===== src/rtl/sram_controller_pkg.sv =====
// -----------------------------------------------------------------------------
// sram_ctrl_pkg
// Shared definitions for the SRAM controller: FSM state encoding, SRAM bus
// widths and the width of the per-phase wait counter.
// -----------------------------------------------------------------------------
package sram_ctrl_pkg;

    localparam int SRAM_AW = 18;  // halfword address width
    localparam int SRAM_DW = 16;  // SRAM data bus width
    localparam int WAIT_CW = 4;   // wait counter width (WAIT_CYCLES up to 15)

    typedef enum logic [1:0] {
        ST_IDLE = 2'd0,
        ST_LOW  = 2'd1,
        ST_HIGH = 2'd2,
        ST_DONE = 2'd3
    } state_t;

endpackage


===== src/rtl/sram_wait_counter.sv =====
// -----------------------------------------------------------------------------
// sram_wait_counter
// Counts the cycles spent in one halfword phase. 'load' restarts the count at
// zero (phase entry), 'enable' advances it, and 'tc' flags the final cycle of
// a WAIT_CYCLES-long phase.
//
// Ports:
//   clk    - clock, rising edge
//   rst    - synchronous active-high reset
//   load   - clear the count (takes priority over enable)
//   enable - advance the count by one
//   tc     - terminal count: current cycle is the last of the phase
// -----------------------------------------------------------------------------
module sram_wait_counter
    import sram_ctrl_pkg::*;
#(
    parameter int WAIT_CYCLES = 1
) (
    input  logic clk,
    input  logic rst,
    input  logic load,
    input  logic enable,
    output logic tc
);

    logic [WAIT_CW-1:0] count;

    // NOTE: sequential state is written with non-blocking assignments only, so
    // every flop samples values from before the clock edge.
    always_ff @(posedge clk) begin
        if (rst || load) begin
            count <= '0;
        end else if (enable) begin
            count <= count + 1'b1;
        end
    end

    assign tc = (count == WAIT_CW'(WAIT_CYCLES - 1));

endmodule


===== src/rtl/sram_controller.sv =====
// -----------------------------------------------------------------------------
// sram_controller
// Bridges a 32-bit MEM-stage load/store to a 16-bit asynchronous SRAM by
// splitting each word into a low halfword phase and a high halfword phase,
// each held for WAIT_CYCLES clocks. The pipeline is frozen (ready=0) while a
// transfer is in flight.
//
// Optional feature: define SRAM_ADDR_CHECK_EN to reject addresses below
// BASE_ADDR or beyond the SRAM window; such requests complete immediately
// with addr_err=1 and no SRAM activity. Without it addr_err is always 0.
//
// Ports:
//   clk, rst          - clock and synchronous active-high reset
//   wr_en, rd_en      - store / load request, held until ready
//   address           - word-aligned byte address
//   writeData         - store data
//   readData          - load data, valid while ready=1 in DONE
//   ready             - 0 freezes the pipeline
//   SRAM_ADDR         - halfword address to SRAM
//   SRAM_DQ_out/_oe   - write data and its output enable
//   SRAM_DQ_in        - read data from SRAM
//   SRAM_WE_N         - active-low write strobe
//   addr_err          - one-cycle out-of-range flag
// -----------------------------------------------------------------------------
module sram_controller
    import sram_ctrl_pkg::*;
#(
    parameter int          WAIT_CYCLES = 1,
    parameter logic [31:0] BASE_ADDR   = 32'd1024
) (
    input  logic               clk,
    input  logic               rst,
    input  logic               wr_en,
    input  logic               rd_en,
    input  logic [31:0]        address,
    input  logic [31:0]        writeData,
    output logic [31:0]        readData,
    output logic               ready,
    output logic [SRAM_AW-1:0] SRAM_ADDR,
    output logic [SRAM_DW-1:0] SRAM_DQ_out,
    output logic               SRAM_DQ_oe,
    input  logic [SRAM_DW-1:0] SRAM_DQ_in,
    output logic               SRAM_WE_N,
    output logic               addr_err
);

    state_t             state, next_state;
    logic [SRAM_AW-2:0] word_q;     // SRAM word index of the latched request
    logic [31:0]        wdata_q;
    logic               write_q;
    logic               req, range_err;
    logic               cnt_load, cnt_en, cnt_tc;
    logic [31:0]        offset;
    logic               unused_offset_bits;

    assign req    = wr_en | rd_en;
    assign offset = address - BASE_ADDR;

    // Alignment bits and (without the range check) the bits above the SRAM
    // window carry no information for the transfer.
    assign unused_offset_bits = ^{offset[31:19], offset[1:0]};

`ifdef SRAM_ADDR_CHECK_EN
    logic err_q;
    assign range_err = (address < BASE_ADDR) || (offset[31:19] != '0);
    assign addr_err  = (state == ST_DONE) && err_q;
`else
    assign range_err = 1'b0;
    assign addr_err  = 1'b0;
`endif

    sram_wait_counter #(
        .WAIT_CYCLES(WAIT_CYCLES)
    ) u_wait_counter (
        .clk   (clk),
        .rst   (rst),
        .load  (cnt_load),
        .enable(cnt_en),
        .tc    (cnt_tc)
    );

    // NOTE: every output of this block gets a default first, so no path
    // through the case statement can leave a latch behind.
    always_comb begin
        next_state  = state;
        ready       = 1'b0;
        cnt_load    = 1'b0;
        cnt_en      = 1'b0;
        SRAM_ADDR   = '0;
        SRAM_DQ_out = '0;
        SRAM_DQ_oe  = 1'b0;
        SRAM_WE_N   = 1'b1;

        case (state)
            ST_IDLE: begin
                ready = ~req;
                if (req) begin
                    cnt_load   = 1'b1;
                    next_state = range_err ? ST_DONE : ST_LOW;
                end
            end
            ST_LOW: begin
                cnt_en    = 1'b1;
                SRAM_ADDR = {word_q, 1'b0};
                if (write_q) begin
                    SRAM_WE_N   = 1'b0;
                    SRAM_DQ_oe  = 1'b1;
                    SRAM_DQ_out = wdata_q[15:0];
                end
                if (cnt_tc) begin
                    cnt_load   = 1'b1;  // restart the count for the high phase
                    next_state = ST_HIGH;
                end
            end
            ST_HIGH: begin
                cnt_en    = 1'b1;
                SRAM_ADDR = {word_q, 1'b1};
                if (write_q) begin
                    SRAM_WE_N   = 1'b0;
                    SRAM_DQ_oe  = 1'b1;
                    SRAM_DQ_out = wdata_q[31:16];
                end
                if (cnt_tc) begin
                    next_state = ST_DONE;
                end
            end
            ST_DONE: begin
                ready      = 1'b1;
                next_state = ST_IDLE;
            end
            default: next_state = ST_IDLE;
        endcase
    end

    // NOTE: only control and data-holding registers are reset; the SRAM bus
    // outputs are decoded from state, so they fall to their idle values
    // together with it.
    always_ff @(posedge clk) begin
        if (rst) begin
            state    <= ST_IDLE;
            word_q   <= '0;
            wdata_q  <= '0;
            write_q  <= 1'b0;
            readData <= '0;
`ifdef SRAM_ADDR_CHECK_EN
            err_q    <= 1'b0;
`endif
        end else begin
            state <= next_state;
            if (state == ST_IDLE && req) begin
                word_q  <= offset[18:2];
                wdata_q <= writeData;
                write_q <= wr_en;  // simultaneous wr_en/rd_en is a write
`ifdef SRAM_ADDR_CHECK_EN
                err_q   <= range_err;
`endif
            end
            // Reads capture each halfword on the last cycle of its phase,
            // giving the SRAM the full WAIT_CYCLES to settle.
            if (state == ST_LOW && !write_q && cnt_tc) begin
                readData[15:0] <= SRAM_DQ_in;
            end
            if (state == ST_HIGH && !write_q && cnt_tc) begin
                readData[31:16] <= SRAM_DQ_in;
            end
        end
    end

endmodule


===== config.mk =====
export PLATFORM = sky130hd
export DESIGN_NAME = sram_controller
export DESIGN_NICKNAME = d
export VERILOG_FILES = /design/src/rtl/sram_controller_pkg.sv /design/src/rtl/sram_wait_counter.sv /design/src/rtl/sram_controller.sv
export SDC_FILE = /design/constraint.sdc
export NUM_CORES = 1
export LEC_CHECK = 0
export BUFFER_PORTS_ARGS = -buffer_cell sky130_fd_sc_hd__buf_2
export CORE_MARGIN = 5
export CORE_UTILIZATION = 40
export DETAILED_ROUTE_END_ITERATION = 16
export PLACE_DENSITY = 0.77
export SYNTH_ARGS = -nofsm -noshare
export SYNTH_HDL_FRONTEND = slang
export SYNTH_HIERARCHICAL = 1
export SYNTH_SLANG_ARGS = --single-unit

===== constraint.sdc =====
create_clock -name clk -period 5 [get_ports clk]
set_clock_uncertainty 0.15 [all_clocks]
set_input_delay 1 -clock clk [delete_from_list [all_inputs] [get_ports clk]]
set_output_delay 1 -clock clk [all_outputs]
set_load 0.01 [all_outputs]

==> reports/qor.txt <==
Final Slew Violations = 0
EDFF count, synth = 0
Main synth FF type = dfxtp_1
routed len/inst = 13.63 µm
met3 usage = 0.06418
initial antenna violation count = 0
Post-CTS Setup Inserts = 0
Die ar. = 11140 µm²
CP max stage delay = 710 ps
Routed Antenna Nets = 0
syn_nets = 563
post-CTS resize count = 0
CTS clk-pin slew, worst paths = 80 ps
Ports = 154
cell row count = 34
number of vias per cell = 5.037
sequential area share after synthesis = 0.4825
Hold Crit Class = reg -> reg
final setup fails = 0
GR Layer Usage met1 = 0.2090
initial drt markers = 160
period utilisation layout = 0.7040
#FFs+latches synth = 88
critical path, cell by cell = inv_1 -> ha_1 -> o21a_1 -> and2_1 -> buf_2
cts hold-fix bufs = 0
Max-cap violations = 0
GPL Wtd Cong = 0.7691
final hold vios = 0
placed wire-length estimate = 6.762 mm
status = finished, final reports clean
post-layout min period = 3520 ps
syn avg cell area = 7.752 µm²
share of post-route cells with drive strength above 1 = 0.2715
ant diodes = 0
Post-Synthesis Cells = 471
CP max-delay cell = ha_1
largest area contributor in the netlist = dfxtp_1
area grow syn2layout = 24.74%
clk buf depth = 2
asr flop ratio synth = 0
Total Wirelength = 9.556 mm
Core Footprint = 8806 µm²
Netlist cell types = 38
critical path launch point type = flop
largest net degree at the start of global routing = 60
Slew @ Worst Pin = 1043 ps
CTS Sinks = 88
Crit Path Max Fanout = 21
Post-Syn Area = 3651 µm²
DRC = 0
width of the die = 105.5 µm
vias in the first global route = 3270
TritonCTS Buffers = 9
DR vias = 3531
drt first pass iters = 4
Port-buffer cells = 137
Worst VDD drop = 0.2212 mV
final net count = 681
grt ovf = 0
largest cells by area after synthesis = dfxtp_1 (48%), nand2_1 (15%), a21oi_1 (11%), a22oi_1 (3.3%), and2_1 (2.9%)
clk_lat worst skew = 340 ps
CP required = 3850 ps
H-tree Lvls = 3
global-route wire length before repair = 15.39 mm
CP Class = reg -> out
gr usage total = 0.1678
P_leak = 2.029 nW
Crit. End Element = output port
Arrival @ worst endpoint = 2370 ps
Power Density = 516.7 nW/µm²
worst setup margin = 1480 ps
Rel. slew slack = 0.3045
dpl ws = 1809 ps
RSZ-0062 raised after global routing = false
CTS tree = yes
TNS Setup = 0 ps
clk root buf = clkbuf_8
fmax = 0.2841 GHz
Starting Density = 0.4146
die height = 105.5 µm
Ys Warns = 6
Synth top area share = 0.4825
met2 Use GR = 0.2787
most used routing layer in global routing = met2
## per-stage QoR
step / power (mW) / cells / hold slack (ps) / area [µm²] / util
after floorplan: 1.619 / 471 / 281.7 / 3651 / -
after CTS: 2.379 / 701 / 305.2 / 4554 / 0.5172
after global placement: 1.868 / 686 / 287.6 / 4368 / 0.4960
after global routing: 2.529 / 701 / 319.6 / 4554 / 0.5172
final: 2.353 / 701 / 302.7 / 4554 / 0.5172
after detailed placement: 1.903 / 686 / 293.6 / 4368 / 0.4960
## cells by family (layout without fill, tap and decap cells)
group	count (synthesis)	in the layout	share of synthesized area
AO/OA/AOI/OAI	114	114	0.1816
multiplexers	2	2	0.005826
XOR/XNOR	2	2	0.004799
flip-flops	88	88	0.4825
buffers and inverters	40	162	0.04215
AND/OR/NAND/NOR	216	216	0.2546
adder cells (fa/ha/maj)	8	8	0.02742
other	1	1	0.001027
## cell usage after synthesis, types with 4 or more instances
cell / number
a211oi_1: 4
a21oi_1: 77
a22oi_1: 16
a311oi_1: 6
and2_1: 17
buf_1: 4
clkbuf_1: 27
dfxtp_1: 88
ha_1: 8
inv_1: 8
nand2_1: 149
nor2_1: 28
## worst paths after layout
path                             start                        end  slack, ps  cells after the start
max              state[1]$_SDFFE_PP0P_               SRAM_ADDR[6]       1480                      5
min          readData[13]$_SDFFE_PP0P_  readData[13]$_SDFFE_PP0P_        300                      2
min reg2reg  readData[13]$_SDFFE_PP0P_  readData[13]$_SDFFE_PP0P_        300                      2
max reg2reg      state[1]$_SDFFE_PP0P_  readData[15]$_SDFFE_PP0P_       2480                      5
## critical path, delay by kind of cell (launching register included)
| kind | cells | cell delay [ps] |
|---|---|---|
| AOI/OAI and AO/OA | 1 | 530 |
| DFF | 1 | 350 |
| and+or+nand+nor | 1 | 200 |
| adders and majority gates | 1 | 710 |
| buffers and inverters | 2 | 230 |
## registers in the layout (all words and copies together), names as in the netlist
register,cells
u_wait_counter/count,4
state,2
wdata_q,32
word_q,17
write_q,1
readData,32
## metal layers
layer  share of wire  up-vias
met3           0.085        2
met4          0.0026        0
met1            0.46     1623
met5               0        -
li1                -     1789
met2            0.46      117
## layout make-up
| class | instances | area (µm²) |
|---|---|---|
| fill | 879 | 4252 |
| inverter | 8 | 30.03 |
| sequential | 88 | 1762 |
| timing repair buffer | 139 | 700.7 |
| clock buffer | 11 | 141.4 |
| multi-input combinational | 343 | 1740 |
| clock inverter | 4 | 45.04 |
| tap | 108 | 135.1 |
## layout by cell type, fill, tap and decap left out, drive strengths merged, types with 2 or more instances in the layout
cell type / n
clkinv: 3
a21oi: 77
nand3b: 3
and2: 17
ha: 8
o21a: 2
nand2: 149
dfxtp: 88
and3b: 2
nand2b: 2
clkbuf: 11
a311oi: 6
a22oi: 16
nor2: 28
or3: 5
nor3b: 2
o21ai: 4
o31ai: 2
inv: 8
buf: 139
or4: 3
a211oi: 4
## power by group
| group | switching (mW) | internal [mW] |
|---|---|---|
| Sequential | 0.0955 | 0.882 |
| Combinational | 0.591 | 0.308 |
| Clock | 0.237 | 0.240 |
| Total | 0.923 | 1.43 |
Power figures use the tool's default switching activity.
